File: src/rtl/selectio_wiz_pkg.sv
// -----------------------------------------------------------------------------
// selectio_wiz_pkg
// Shared constants for the source-synchronous DDR ADC front end.
//   SYS_W        number of differential lanes (lane 0 = over-range, 1..12 = ADC)
//   DEV_W        width of the captured word presented downstream (2*SYS_W)
//   TAP_W        width of the per-lane tap delay
//   LOCK_CYCLES  rising edges from reset release until delay_locked
//   HIST_DEPTH   half-cycle samples of history kept per lane
//   OVR_LANE     lane index carrying the ADC over-range line
//   LOCK_W       width of the lock counter
// -----------------------------------------------------------------------------
package selectio_wiz_pkg;
  localparam int SYS_W       = 13;
  localparam int DEV_W       = 2 * SYS_W;
  localparam int TAP_W       = 5;
  localparam int LOCK_CYCLES = 32;
  localparam int HIST_DEPTH  = 34;
  localparam int OVR_LANE    = 0;
  localparam int LOCK_W      = $clog2(LOCK_CYCLES + 1);
endpackage : selectio_wiz_pkg

File: src/rtl/selectio_wiz_if.sv
// -----------------------------------------------------------------------------
// selectio_wiz_if
// Bundles the pin, tap-control and captured-data signals of selectio_wiz.
//   master : drives pins and tap controls, observes captured data/taps/lock
//   slave  : the front end itself
// -----------------------------------------------------------------------------
interface selectio_wiz_if;
  import selectio_wiz_pkg::*;

  logic [SYS_W-1:0]       data_in_from_pins_p;
  logic [SYS_W-1:0]       data_in_from_pins_n;
  logic                   in_delay_reset;
  logic [SYS_W*TAP_W-1:0] in_delay_tap_in;
  logic [SYS_W-1:0]       in_delay_data_ce;
  logic [SYS_W-1:0]       in_delay_data_inc;
  logic [SYS_W*TAP_W-1:0] in_delay_tap_out;
  logic [DEV_W-1:0]       data_in_to_device;
  logic                   delay_locked;

  modport master (
    output data_in_from_pins_p, data_in_from_pins_n,
    output in_delay_reset, in_delay_tap_in, in_delay_data_ce, in_delay_data_inc,
    input  in_delay_tap_out, data_in_to_device, delay_locked
  );

  modport slave (
    input  data_in_from_pins_p, data_in_from_pins_n,
    input  in_delay_reset, in_delay_tap_in, in_delay_data_ce, in_delay_data_inc,
    output in_delay_tap_out, data_in_to_device, delay_locked
  );
endinterface : selectio_wiz_if

File: src/rtl/selectio_wiz_lane.sv
// -----------------------------------------------------------------------------
// selectio_lane
// One differential lane: receiver, rise/fall capture, tap register,
// half-cycle history and tap-selected DDR output register.
//   clk_i, rst_ni         capture clock (both edges) and async active-low reset
//   pin_p_i, pin_n_i      differential pair
//   tap_load_i, tap_in_i  load tap value (highest priority)
//   tap_ce_i, tap_inc_i   step tap up/down with wrap
//   tap_o                 current tap
//   rise_o, fall_o        registered delayed rise/fall sample pair
// -----------------------------------------------------------------------------
module selectio_lane
  import selectio_wiz_pkg::*;
(
  input  logic             clk_i,
  input  logic             rst_ni,
  input  logic             pin_p_i,
  input  logic             pin_n_i,
  input  logic             tap_load_i,
  input  logic [TAP_W-1:0] tap_in_i,
  input  logic             tap_ce_i,
  input  logic             tap_inc_i,
  output logic [TAP_W-1:0] tap_o,
  output logic             rise_o,
  output logic             fall_o
);
  logic                  rx_bit;
  logic                  rise_cap_q;
  logic                  fall_cap_q;
  logic [HIST_DEPTH-1:0] hist_q;
  logic [HIST_DEPTH-1:0] hist_d;
  logic [TAP_W-1:0]      tap_q;
  logic [TAP_W-1:0]      tap_d;
  logic [TAP_W:0]        sel_fall;
  logic [TAP_W:0]        sel_rise;
  logic                  rise_q;
  logic                  rise_d;
  logic                  fall_q;
  logic                  fall_d;
  logic                  unused_hist;

  // An equal pair is either undriven or invalid; treat it as 0.
  assign rx_bit = (pin_p_i != pin_n_i) ? pin_p_i : 1'b0;

  always_ff @(posedge clk_i or negedge rst_ni) begin
    if (!rst_ni) rise_cap_q <= 1'b0;
    else         rise_cap_q <= rx_bit;
  end

  always_ff @(negedge clk_i or negedge rst_ni) begin
    if (!rst_ni) fall_cap_q <= 1'b0;
    else         fall_cap_q <= rx_bit;
  end

  // Newest-first half-cycle stream as seen at this rising edge:
  //   [0] = fall sample of the previous cycle, [1] = its rise sample,
  //   [j+2] = older history. Tap t then reads fall=[t], rise=[t+1].
  assign hist_d = {hist_q[HIST_DEPTH-3:0], rise_cap_q, fall_cap_q};

  // The two oldest entries are never reachable by a 5-bit tap.
  assign unused_hist = ^hist_q[HIST_DEPTH-1:HIST_DEPTH-2];

  assign sel_fall = {1'b0, tap_q};
  assign sel_rise = sel_fall + (TAP_W+1)'(1);
  assign fall_d   = hist_d[sel_fall];
  assign rise_d   = hist_d[sel_rise];

  always_comb begin
    tap_d = tap_q;
    if (tap_load_i)                  tap_d = tap_in_i;
    else if (tap_ce_i && tap_inc_i)  tap_d = tap_q + TAP_W'(1);
    else if (tap_ce_i)               tap_d = tap_q - TAP_W'(1);
  end

  always_ff @(posedge clk_i or negedge rst_ni) begin
    if (!rst_ni) begin
      hist_q <= '0;
      tap_q  <= '0;
      rise_q <= 1'b0;
      fall_q <= 1'b0;
    end else begin
      hist_q <= hist_d;
      tap_q  <= tap_d;
      rise_q <= rise_d;
      fall_q <= fall_d;
    end
  end

  assign tap_o  = tap_q;
  assign rise_o = rise_q;
  assign fall_o = fall_q;
endmodule : selectio_lane

File: src/rtl/selectio_wiz.sv
// -----------------------------------------------------------------------------
// selectio_wiz
// Vendor-neutral DDR input front end for the 12-bit ADC plus over-range line.
//   clk_in      ADC clock, both edges used
//   io_reset_n  asynchronous active-low reset
//   bus         selectio_wiz_if.slave: pins, tap control, captured word,
//               tap readback, delay_locked
// Output word: [i] = rise sample of lane i, [i+SYS_W] = fall sample.
// -----------------------------------------------------------------------------
module selectio_wiz
  import selectio_wiz_pkg::*;
(
  input  logic          clk_in,
  input  logic          io_reset_n,
  selectio_wiz_if.slave bus
);
  logic [SYS_W-1:0]  lane_rise;
  logic [SYS_W-1:0]  lane_fall;
  logic [LOCK_W-1:0] cnt_q;
  logic [LOCK_W-1:0] cnt_d;
  logic              locked_q;
  logic              locked_d;

  generate
    for (genvar gi = 0; gi < SYS_W; gi++) begin : g_lane
      selectio_lane u_lane (
        .clk_i      (clk_in),
        .rst_ni     (io_reset_n),
        .pin_p_i    (bus.data_in_from_pins_p[gi]),
        .pin_n_i    (bus.data_in_from_pins_n[gi]),
        .tap_load_i (bus.in_delay_reset),
        .tap_in_i   (bus.in_delay_tap_in[gi*TAP_W +: TAP_W]),
        .tap_ce_i   (bus.in_delay_data_ce[gi]),
        .tap_inc_i  (bus.in_delay_data_inc[gi]),
        .tap_o      (bus.in_delay_tap_out[gi*TAP_W +: TAP_W]),
        .rise_o     (lane_rise[gi]),
        .fall_o     (lane_fall[gi])
      );
    end
  endgenerate

  assign bus.data_in_to_device = {lane_fall, lane_rise};

  // Lock counter: counts edges since reset release and freezes once locked.
  always_comb begin
    cnt_d    = cnt_q;
    locked_d = locked_q;
    if (!locked_q) begin
      cnt_d = cnt_q + LOCK_W'(1);
      if (cnt_q == LOCK_W'(LOCK_CYCLES - 1)) locked_d = 1'b1;
    end
  end

  always_ff @(posedge clk_in or negedge io_reset_n) begin
    if (!io_reset_n) begin
      cnt_q    <= '0;
      locked_q <= 1'b0;
    end else begin
      cnt_q    <= cnt_d;
      locked_q <= locked_d;
    end
  end

  assign bus.delay_locked = locked_q;
endmodule : selectio_wiz

File: src/flat_wrapper.sv
// flat-port wrapper written by rule: the top's interface ports become plain ports
module selectio_wiz_flat import selectio_wiz_pkg::*;
  (clk_in, io_reset_n, bus_data_in_from_pins_p, bus_data_in_from_pins_n, bus_in_delay_reset, bus_in_delay_tap_in, bus_in_delay_data_ce, bus_in_delay_data_inc, bus_in_delay_tap_out, bus_data_in_to_device, bus_delay_locked);
  selectio_wiz_if bus_i ();
  input  logic clk_in;
  input  logic io_reset_n;
  input wire logic [$bits(bus_i.data_in_from_pins_p)-1:0] bus_data_in_from_pins_p;
  input wire logic [$bits(bus_i.data_in_from_pins_n)-1:0] bus_data_in_from_pins_n;
  input wire logic [$bits(bus_i.in_delay_reset)-1:0] bus_in_delay_reset;
  input wire logic [$bits(bus_i.in_delay_tap_in)-1:0] bus_in_delay_tap_in;
  input wire logic [$bits(bus_i.in_delay_data_ce)-1:0] bus_in_delay_data_ce;
  input wire logic [$bits(bus_i.in_delay_data_inc)-1:0] bus_in_delay_data_inc;
  output wire logic [$bits(bus_i.in_delay_tap_out)-1:0] bus_in_delay_tap_out;
  output wire logic [$bits(bus_i.data_in_to_device)-1:0] bus_data_in_to_device;
  output wire logic [$bits(bus_i.delay_locked)-1:0] bus_delay_locked;
  assign bus_i.data_in_from_pins_p = bus_data_in_from_pins_p;
  assign bus_i.data_in_from_pins_n = bus_data_in_from_pins_n;
  assign bus_i.in_delay_reset = bus_in_delay_reset;
  assign bus_i.in_delay_tap_in = bus_in_delay_tap_in;
  assign bus_i.in_delay_data_ce = bus_in_delay_data_ce;
  assign bus_i.in_delay_data_inc = bus_in_delay_data_inc;
  assign bus_in_delay_tap_out = bus_i.in_delay_tap_out;
  assign bus_data_in_to_device = bus_i.data_in_to_device;
  assign bus_delay_locked = bus_i.delay_locked;
  selectio_wiz u_core (.clk_in(clk_in), .io_reset_n(io_reset_n), .bus(bus_i));
endmodule
File: config.mk
export PLATFORM = sky130hd
export DESIGN_NAME = selectio_wiz_flat
export DESIGN_NICKNAME = d
export VERILOG_FILES = /design/src/rtl/selectio_wiz_pkg.sv /design/src/rtl/selectio_wiz_if.sv /design/src/rtl/selectio_wiz_lane.sv /design/src/rtl/selectio_wiz.sv /design/src/flat_wrapper.sv
export SDC_FILE = /design/constraint.sdc
export NUM_CORES = 1
export LEC_CHECK = 0
export CORE_MARGIN = 4
export CORE_UTILIZATION = 48
export CTS_CLUSTER_DIAMETER = 50
export DETAILED_ROUTE_END_ITERATION = 8
export HOLD_SLACK_MARGIN = 0.08
export PLACE_DENSITY_LB_ADDON = 0.08
export RECOVER_POWER = 25
export SKIP_LAST_GASP = 1
export SLEW_MARGIN = 30
export SYNTH_ARGS = -nofsm -noshare
export SYNTH_HDL_FRONTEND = slang
export SYNTH_SLANG_ARGS = --single-unit
File: constraint.sdc
create_clock -name clk_in -period 5.7 [get_ports clk_in]
set_clock_uncertainty 0.15 [all_clocks]
set_input_delay 1.14 -clock clk_in [delete_from_list [all_inputs] [get_ports clk_in]]
set_output_delay 1.14 -clock clk_in [all_outputs]
set_load 0.02 [all_outputs]
---- Word level (Yosys, flattened, before mapping) ----
Cells that the tools add are included.
Widths: inputs -> output; s select.
storage, ports and cells
  bits in registers ....................... 540
  input bits .............................. 120
  output and inout bits ................... 92
  word-level logic and storage cells ...... 292
cells by class
  $add $sub $neg .......................... 40
  $lt $le $gt $ge ......................... 26
  equality and inequality tests ........... 14
  muxes and demuxes ....................... 106
  reductions and logical operators ........ 26
operators with widths
  operator             number
  $mux 5               39
  $lt 5x7->1 const B   13
  $lt 6x7->1 const B   13
  $add 5x1->6 const B  13
  $bmux 1 s6           13
  $add 5x1->5 const B  13
  $bmux 1 s5           13
  $sub 5x1->5 const B  13
  $mux 1               41
  $reduce_bool 3->1    13
  $logic_and 1x1->1    13
  $ne 1x1->1           13
  $add 6x1->6 const B  1
  $eq 6x5->1 const B   1

---- Longest topological paths before layout ----
Gate-level depths: netlist (run 1).
  depth in word-level cells ............... 4
  depth in mapped cells ................... 10

---- By module ----
Synthesis (run 1) repeated with hierarchy kept, for this count alone.
second synthesis, totals
  cells, all modules ...................... 1,661
  area, all modules ....................... 25,054.0 sq um
by module, submodules not included
  module                                        instances  cells an instance  area each (sq um)
  selectio_lane at u_core.g_lane[0].u_lane ...  11         124                1,893.1
  selectio_lane at u_core.g_lane[8].u_lane ...  2          138                1,963.1
  selectio_wiz                                  1          21                 304.0

==> results of run 1 <==
==> cell type report <==
type	instances	area, µm²
Multi-Input combinational cell	1076	11100
Inverter	68	255
Clock inverter	33	452
Clock buffer	82	1740
Tap cell	680	851
Sequential cell	527	13200
Timing Repair Buffer	235	2290
Fill cell	4089	21800
==> worst min path at each step <==
stage,end,slack [ns],cells after the start
6_report,u_core.g_lane[1].u_lane.hist_q[1]$_DFF_PN0_,0.24,0
5_1_grt,u_core.g_lane[12].u_lane.hist_q[29]$_DFF_PN0_,0.25,0
4_1_cts,u_core.g_lane[1].u_lane.hist_q[15]$_DFF_PN0_,0.24,0
3_5_place_dp,u_core.g_lane[1].u_lane.hist_q[8]$_DFF_PN0_,0.23,0
3_3_place_gp,u_core.g_lane[11].u_lane.hist_q[28]$_DFF_PN0_,0.22,0
2_1_floorplan,u_core.g_lane[0].u_lane.hist_q[6]$_DFF_PN0_,0.21,0
==> power by group through the flow <==
| stage | combinational, W | sequential, W | clock, W |
|---|---|---|---|
| after floorplan | 0.00208 | 0.00440 | 0 |
| after global placement | 0.00267 | 0.00459 | 0 |
| after detailed placement | 0.00269 | 0.00459 | 0 |
| after CTS | 0.00271 | 0.00453 | 0.00426 |
| after global routing | 0.00293 | 0.00459 | 0.00443 |
| final | 0.00267 | 0.00452 | 0.00414 |
==> per-stage QoR <==
| step | total power (W) | setup WS, ns |
|---|---|---|
| floorplan | 0.00648 | 1.11 |
| global placement | 0.00726 | 0.685 |
| detailed placement | 0.00729 | 0.612 |
| CTS | 0.0115 | 1.05 |
| global route | 0.0120 | 1.03 |
| finish | 0.0113 | 1.05 |
==> flip-flops by register name (all words and copies together), names as in the netlist <==
name and count:
u_core.cnt_q 6, u_core.bus.delay_locked 1, u_core.g_lane.u_lane.fall_cap_q 13, u_core.g_lane.u_lane.tap_o 65
u_core.g_lane.u_lane.hist_q 403, u_core.g_lane.u_lane.rise_o 13, u_core.g_lane.u_lane.rise_cap_q 13, u_core.g_lane.u_lane.fall_o 13
==> logic make-up (layout without fill, tap and decap cells) <==
family / count (synthesis) / after routing / share of synthesized area [%]
DFF: 527 / 527 / 52.1
and+or+nand+nor: 330 / 330 / 6.53
muxes: 323 / 323 / 24.5
AOI/OAI and AO/OA: 267 / 267 / 6.16
buffers and inverters: 217 / 418 / 3.90
xor gates and xnor gates: 90 / 90 / 3.12
adders and majority gates: 66 / 66 / 3.65
==> routing by layer <==
layer / track usage [%] / wire length (µm) / vias up / part of all wire [%]
li1: - / - / 7038 / -
met1: 28.1 / 24200 / 7907 / 47
met2: 28.3 / 24000 / 351 / 46
met3: 3.93 / 2700 / 66 / 5.2
met4: 4.78 / 863 / 0 / 1.7
met5: 0 / 0 / - / 0
==> worst max-delay path: stages, from the launching register on <==
cell and delay, ns:
dfrtn_1 0.36, mux4_2 0.46, mux4_2 0.47, mux2_2 0.27
==> cell usage in the layout (no fill, tap or decap), types with 5 or more instances in the layout <==
cell type / n
a211oi_1: 9
a21boi_0: 13
a21o_1: 13
a21oi_1: 45
a31oi_1: 13
and3_1: 9
buf_4: 25
bufinv_16: 9
clkbuf_1: 10
clkbuf_16: 63
clkbuf_8: 9
clkdlybuf4s50_1: 209
clkinv_2: 10
dfrtn_1: 13
dfrtp_1: 510
fa_1: 13
ha_1: 53
inv_1: 68
inv_6: 5
mux2_2: 36
mux2i_1: 54
mux4_2: 230
nand2_1: 134
nand2b_1: 5
nand3_1: 35
nand3b_1: 12
nand4_1: 8
nand4b_1: 12
nor2_1: 33
nor2b_1: 29
nor3_1: 19
nor3b_1: 18
nor4_1: 6
o211ai_1: 8
o21ai_0: 132
o31ai_1: 12
xnor2_1: 63
xor2_1: 27
==> impl_results.md, run 1 <==
- Seq/Total Area, Yosys: 52.1%
- Top_reg_cell synth: dfrtp_1
- CP Launch Point: u_core.g_lane[12].u_lane.fall_cap_q$_DFF_NN0_
- Largest net degree at the start of global routing: between 80 and 90
- GPL Wtd Cong: 0.787
- EDFF count, synth: 0
- Vias post-DR: 15400
- Combinational power share: 23.5%
- Leading cell types by total area after synthesis: dfrtp_1 51%, mux4_2 20%, ha_1 2.6%, o21ai_0 2.6%, xnor2_1 2.2%
- Slew @ Worst Pin: between 0.8 and 0.9 ns
- Post-synth ARST share: 100%
- Number of DRC markers in iteration 0: 957
- Avg WL per Cell: roughly 19 µm
- Initial Utilization: 48.9%
- Net Sw Power: 0.00325 W
- Worst setup endpoint: u_core.g_lane[12].u_lane.fall_o$_DFF_PN0_
- Vias per cell: 5.69
- PortBufs: 211
- Finish-stage setup viols: 0
- Root buf cell: clkbuf_16
- Final core occ: 57.8%
- Num rows: 83
- Clk_lat worst skew: 0.61 ns
- Hold_buf cts: 0
- Headroom to the max-slew limit: roughly 43%
- Fin. Hold Viols: 0
- Die height: approximately 240 µm
- NumNets Final: approximately 2200
- Fin cells: 2701
- Critical path endpoint category: register
- Overflow after GRT: 0
- I/O Pins: 212
- Initial antenna violation count: 0
- Leak: 12.8 nW
- Kind of start point of the critical path: register
- TritonCTS Buffers: 61
- R2R setup slack: 1.05 ns
- Most common cell in the netlist: dfrtp_1
- Area after DPL: approximately 28000 µm²
- Syn Area/Cell: between 10 and 15 µm²
- Syn nets: about 2000
- Clock power share: about 37%
- Synth Cell Area: between 20000 and 30000 µm²
- Commonest cells in the synthesized netlist: 514 x dfrtp_1, 230 x mux4_2, 134 x nand2_1
- Yosys top cell by area: dfrtp_1
- H-Tree Depth: 2
- Initial DRT Pass Iterations: 5
- Die Wd: 238 µm
- Mapped Cells: 1820
- Vias in the first global route: 16300
- Die area: 56400 µm²
- First-pass GRT wire length: roughly 87000 µm
- Launch point of the worst reg-to-reg path: u_core.g_lane[12].u_lane.fall_cap_q$_DFF_NN0_
- Worst EP arrival: 4.99 ns
- Setup CP Type: reg2reg
- Syn. warnings: 0
- Worst hold slack: 0.237 ns
- FF-to-FF End: u_core.g_lane[12].u_lane.fall_o$_DFF_PN0_
- Half-perimeter wire length after detailed placement: 34500 µm
- Layout cell share with drive strength beyond 1: 19.9%
- R2R cell count: 3
- Synthesized flop and latch total: 527
- Peak VDD IR: 0.261 mV
- TritonCTS clock tree: done
- Yosys top cell area share: 50.8%
- CORE AREA: 51700 µm²
- Status: finished, final reports clean
- Post-CTS sizing: 0
- Fin area: 29900 µm²
- Crit-path max FO: 3
- Placed Cells: 2586
- Detailed Route WL: 51700 µm
- RSZ-0062 raised after global routing: no
- Hold Crit Class: reg2reg
- GRT Total Usage: 18.7%
- WP data required: 6.04 ns
- Power per cell area: ~380 nW/µm²
- Diode count: 0
- CTS Buffer Depth: 3
- Clock sink count: between 500 and 600
- Layout Area Growth over Synthesis: 18.2%
- Max Slew Vio Count: 0
- Setup bufs post-CTS: 0
- Clock-pin slew on the worst setup and hold paths: 0.06 ns
- Setup TNS: 0 ns
- Count of different cell masters after synthesis: 52
- Sequential share of power: 39.9%
- Sw Ratio: roughly 29%
- Max cap viols: 0
- Int Power: 0.00808 W
- Hold Crit Start: u_core.g_lane[1].u_lane.rise_cap_q$_DFF_PN0_
- Antenna viol nets, final: 0
- Remaining routing DRC violations: 0
No activity file was read; power rests on OpenSTA's default activity.
==> run 2: changes to the inputs <==
- clock period: 5.7 -> 4.1 ns (I/O delays scaled with it)
==> run 2 against run 1 <==
- worst hold slack better by 0.0028 ns
- die area is the same
- critical path depth stayed put
- sequential cell count is the same
- non-clock buffer count up 12
- clock-buffer cell count is 2 lower
- total power rose by 38%
- sequential power increased by 38%
- first-iteration DRC count shrank 2.9%
==> impl_results.md, run 2 (synthesis gave the netlist of run 1 again) <==
- Worst-path cell chain: mux4_2 -> mux4_2 -> mux2_2
- CORE AREA: a little over 50000 µm²
- Layout cell share with drive strength beyond 1: 20.0%
- Worst EP arrival: approximately 4.2 ns
- Setup CP Type: reg2reg
- Diode count: 0
- Most common cell after layout, fill and taps aside: dfrtp_1
- I/O Pins: 212
- Kind of start point of the critical path: register
- WP data required: roughly 4.4 ns
- Root buf cell: clkbuf_16
- GPL Wtd Cong: 0.803
- Hold_buf cts: 1
- Power per cell area: 522 nW/µm²
- H-Tree Depth: 2
- Status: finished, final reports clean
- Commonest cells after routing, fill and taps aside: 514 x dfrtp_1, 230 x mux4_2, 209 x clkdlybuf4s50_1
- Overflow after GRT: 0
- CTS Buffer Depth: 3
- Die Wd: approximately 240 µm
- Critical path endpoint category: register
- Peak VDD IR: 0.341 mV
- TritonCTS clock tree: done
- Leak: 12.9 nW
- RSZ-0062 raised after global routing: no
- Clock sink count: 527
- WP buf/inv: 0
- Avg WL per Cell: about 19 µm
- Largest net degree at the start of global routing: 102
- PortBufs: between 200 and 250
- Delay of the slowest cell on the worst path: about 0.47 ns
- Crit path top cell by count: mux4_2
- TritonCTS Buffers: 61
- Remaining routing DRC violations: 0
- Finish-stage setup viols: 0
- Largest Register: u_core.g_lane.u_lane.hist_q
- Final core occ: 57.9%
- Vias in the first global route: 16500
- Delay-heaviest family, CP: multiplexers
- Initial DRT Pass Iterations: 5
- Slowest CP cell: mux4_2
- Num rows: 83
- Detailed Route WL: around 53000 µm
- Clock-pin slew on the worst setup and hold paths: 0.06 ns
- Fin. Hold Viols: 0
- Clk_lat worst skew: between 0.6 and 0.7 ns
- Hold Crit Class: reg2reg
- Crit-path max FO: 3
- Max Slew Vio Count: 0
- Setup bufs post-CTS: 0
- Antenna viol nets, final: 0
- Vias per cell: 5.71
- Max reg flops: 403
- Initial antenna violation count: 0
- Die area: 56400 µm²
- Area of the multi-input gates: 11100 µm²
- GRT Total Usage: approximately a fifth
- Half-perimeter wire length after detailed placement: around 35000 µm
- Fillers: between 4000 and 5000
- Initial Utilization: between 40 and 50%
- Vias post-DR: 15500
- Layout Area Growth over Synthesis: 18.3%
- NumNets Final: 2167
- Post-CTS sizing: 0
- Die height: 238 µm
- Headroom to the max-slew limit: 49.2%
- Setup TNS: 0 ns
- Max cap viols: 0
- First-pass GRT wire length: 89000 µm
- Slew @ Worst Pin: 0.762 ns
- Register Area: 13200 µm²
- Number of DRC markers in iteration 0: 929
==> run 2: where the power goes <==
group	leakage [nW]	internal [W]	switching, W
Sequential	6.72	0.00563	0.000607
Clock	1.03	0.00338	0.00220
Combinational	5.11	0.00205	0.00174
Total	12.9	0.0111	0.00455
==> run 2: area by class of cell <==
cell class / instances / area share, %
Inverter: 68 / 0.853
Timing Repair Buffer: 247 / 7.99
Multi-Input combinational cell: 1076 / 37.2
Clock inverter: 35 / 1.51
Clock buffer: 80 / 5.54
Sequential cell: 527 / 44.1
Tap cell: 680 / 2.84
==> run 2: worst paths after layout <==
check	depth (start not counted)	slack, ns	start	to
max in group asynchronous	2	0.89	io_reset_n	u_core.g_lane[12].u_lane.fall_cap_q$_DFF_NN0_
max	3	0.24	u_core.g_lane[6].u_lane.fall_cap_q$_DFF_NN0_	u_core.g_lane[6].u_lane.fall_o$_DFF_PN0_
min reg2reg	0	0.24	u_core.g_lane[11].u_lane.hist_q[0]$_DFF_PN0_	u_core.g_lane[11].u_lane.hist_q[2]$_DFF_PN0_
min	0	0.24	u_core.g_lane[11].u_lane.hist_q[0]$_DFF_PN0_	u_core.g_lane[11].u_lane.hist_q[2]$_DFF_PN0_
min in group asynchronous	2	0.54	io_reset_n	u_core.g_lane[2].u_lane.hist_q[4]$_DFF_PN0_
max reg2reg	3	0.24	u_core.g_lane[6].u_lane.fall_cap_q$_DFF_NN0_	u_core.g_lane[6].u_lane.fall_o$_DFF_PN0_
==> run 2: routing by layer <==
layer  routed length (µm)  track usage, %  vias to the layer above
met5                    0               0                        -
met3                 2550            3.88                       66
met4                  928            3.93                        0
met2                24600            29.7                      317
li1                     -               -                     7059
met1                24600            28.4                     8050
==> run 2: through the flow <==
step,total power (W),area (µm²),setup WS (ns),hold WS [ns],std cells
finish,0.0156,29900,0.239,0.240,2713
floorplan,0.00900,25300,0.315,0.211,1820
global placement,0.0101,27800,0.242,0.223,2597
CTS,0.0158,29900,0.251,0.241,2713
global route,0.0165,29900,0.219,0.250,2713
detailed placement,0.0102,27800,0.225,0.227,2597
==> run 2: worst register-to-register path: stages (launching register included) <==
cell and delay, ns:
dfrtn_1 0.36, mux4_2 0.47, mux4_2 0.46, mux2_2 0.27
==> run 3: changes to the inputs <==
- PLACE_DENSITY: default -> 0.81
- PLACE_DENSITY_LB_ADDON: 0.08 -> default
- SLEW_MARGIN: 30 -> 20
==> run 3 against run 2 <==
- via count increased by 2.7%
- largest power group unchanged
- clock-buffer cell count down 5
- die area is the same
- worst hold slack got worse by 0.0045 ns
- first-iteration DRC count up 32%
==> impl_results.md, run 3 (synthesis gave the netlist of run 1 again) <==
- Layout cell share with drive strength beyond 1: 19.8%
- Fillers: 3930
- Fin. Hold Viols: 0
- Met2 Track Usage GR: 30.3%
- Launch point of the worst reg-to-reg path: u_core.g_lane[0].u_lane.fall_cap_q$_DFF_NN0_
- NumNets Final: about 2200
- Detailed Route WL: 53000 µm
- Remaining routing DRC violations: 0
- Setup TNS: 0 ns
- RSZ-0062 raised after global routing: no
- Setup CP Type: reg2reg
- WP data required: 4.45 ns
- Kind of start point of the critical path: register
- Busiest grt layer: met2
- Diode count: 0
- Max cap viols: 0
- Most common cell after layout, fill and taps aside: dfrtp_1
- Hold Crit Start: u_core.g_lane[6].u_lane.hist_q[15]$_DFF_PN0_
- Clk_lat worst skew: around 0.62 ns
- Crit-path max FO: 3
- Die area: 56400 µm²
- R2R cell count: 3
- Number of DRC markers in iteration 0: 1228
- Vias per cell: 5.88
- Vias in the first global route: between 15000 and 20000
- Worst EP arrival: between 4 and 5 ns
- TritonCTS Buffers: 58
- Initial Utilization: 48.9%
- Area of the multi-input gates: 11100 µm²
- TritonCTS clock tree: done
- Num rows: between 80 and 90
- Hold path cells: 0
- Layout Area Growth over Synthesis: 17.9%
- Max Slew Vio Count: 0
- CORE AREA: 51700 µm²
- Die height: 238 µm
- Initial antenna violation count: 2
- Largest Register: u_core.g_lane.u_lane.hist_q
- Peak VDD IR: 0.381 mV
- Headroom to the max-slew limit: 31.2%
- PortBufs: 211
- Clock sink count: 527
- FF-to-FF End: u_core.g_lane[0].u_lane.fall_o$_DFF_PN0_
- Status: finished, final reports clean
- First-pass GRT wire length: ~88000 µm
- Critical path endpoint category: register
- Largest net degree at the start of global routing: 93
- Max reg flops: roughly 400
- Antenna viol nets, final: 0
- Half-perimeter wire length after detailed placement: 35900 µm
- Hold Crit Class: reg2reg
- H-Tree Depth: 2
- Area after DPL: 27800 µm²
- Slew @ Worst Pin: 1.03 ns
- Root buf cell: clkbuf_16
- Initial DRT Pass Iterations: 5
- Power per cell area: 520 nW/µm²
- Hold Path End: u_core.g_lane[6].u_lane.hist_q[17]$_DFF_PN0_
- R2R setup slack: 0.25 ns
- Commonest cells after routing, fill and taps aside: 514 x dfrtp_1, 230 x mux4_2, 209 x clkdlybuf4s50_1
- I/O Pins: 212
- Finish-stage setup viols: 0
- Vias post-DR: 15900
- Avg WL per Cell: 19.6 µm
- Clock-pin slew on the worst setup and hold paths: 0.07 ns
- GPL Wtd Cong: 0.831
- M1 GR Usage: between 20% and 30%
- Die Wd: roughly 240 µm
- CTS Buffer Depth: 3
- Fin area: roughly 30000 µm²
- Leak: 12.8 nW
- Met3 GRT Util: 3.96%
- GRT Total Usage: 18.8%
- Register Area: 13200 µm²
- Overflow after GRT: 0
[run 3: cell count changes in the layout (fill, tap and decap cells not counted), sizes merged]
cell / previous run / this run
bufinv: 8 / 9
clkinv: 18 / 10
clkbuf: 80 / 75
buf: 37 / 36
inv: 74 / 80
[run 3: what timing repair did]
item,4_1_cts,5_1_grt
resized for setup,0,0
hold endpoints to repair,27,0
endpoints found under the setup margin,0,0
buffers inserted,0,0
hold buffers,1,0
[run 3: layout make-up]
class	count	share of cell area, %
clock buffer	75	5.28
clock inverter	34	1.56
inverter	68	0.855
multi-input combinational	1076	37.3
sequential	527	44.2
tap	680	2.85
timing repair buffer	246	7.98
[run 3: worst max-delay path, stage by stage, from the launching register on]
cell and delay [ns]:
dfrtn_1 0.36, mux4_2 0.47, mux4_2 0.46, mux2_2 0.27
[run 3: worst max path at each step]
stage	start	endpoint	slack (ns)	depth (start not counted)
2_1_floorplan	u_core.g_lane[0].u_lane.fall_cap_q$_DFF_NN0_	u_core.g_lane[0].u_lane.fall_o$_DFF_PN0_	0.31	3
3_3_place_gp	bus_data_in_from_pins_n[11]	u_core.g_lane[11].u_lane.fall_cap_q$_DFF_NN0_	0.23	3
3_5_place_dp	bus_data_in_from_pins_n[11]	u_core.g_lane[11].u_lane.fall_cap_q$_DFF_NN0_	0.20	3
4_1_cts	u_core.g_lane[0].u_lane.fall_cap_q$_DFF_NN0_	u_core.g_lane[0].u_lane.fall_o$_DFF_PN0_	0.26	3
5_1_grt	u_core.g_lane[0].u_lane.fall_cap_q$_DFF_NN0_	u_core.g_lane[0].u_lane.fall_o$_DFF_PN0_	0.22	3
6_report	u_core.g_lane[0].u_lane.fall_cap_q$_DFF_NN0_	u_core.g_lane[0].u_lane.fall_o$_DFF_PN0_	0.25	3
[run 3: power by group]
| part | switching [W] | internal (W) | total (W) |
|---|---|---|---|
| sequential | 0.000617 | 0.00563 | 0.00625 |
| clock | 0.00216 | 0.00331 | 0.00548 |
| combinational | 0.00175 | 0.00205 | 0.00381 |
[run 3: per-stage QoR]
step                      util (%)  setup WS (ns)  power (W)  std cells  hold WS (ns)
after floorplan                  -          0.315    0.00900       1820         0.211
final                         57.7          0.253     0.0155       2706         0.235
after global routing          57.7          0.219     0.0163       2706         0.247
after CTS                     57.7          0.257     0.0157       2706         0.242
after detailed placement      53.7          0.202     0.0101       2596         0.227
after global placement        53.7          0.228     0.0100       2596         0.217
[run 3: routing by layer]
metal / vias to the layer above / wire (µm)
li1: 7048 / -
met1: 8311 / 22900
met2: 458 / 25700
met3: 84 / 3050
met4: 4 / 1280
met5: - / 18
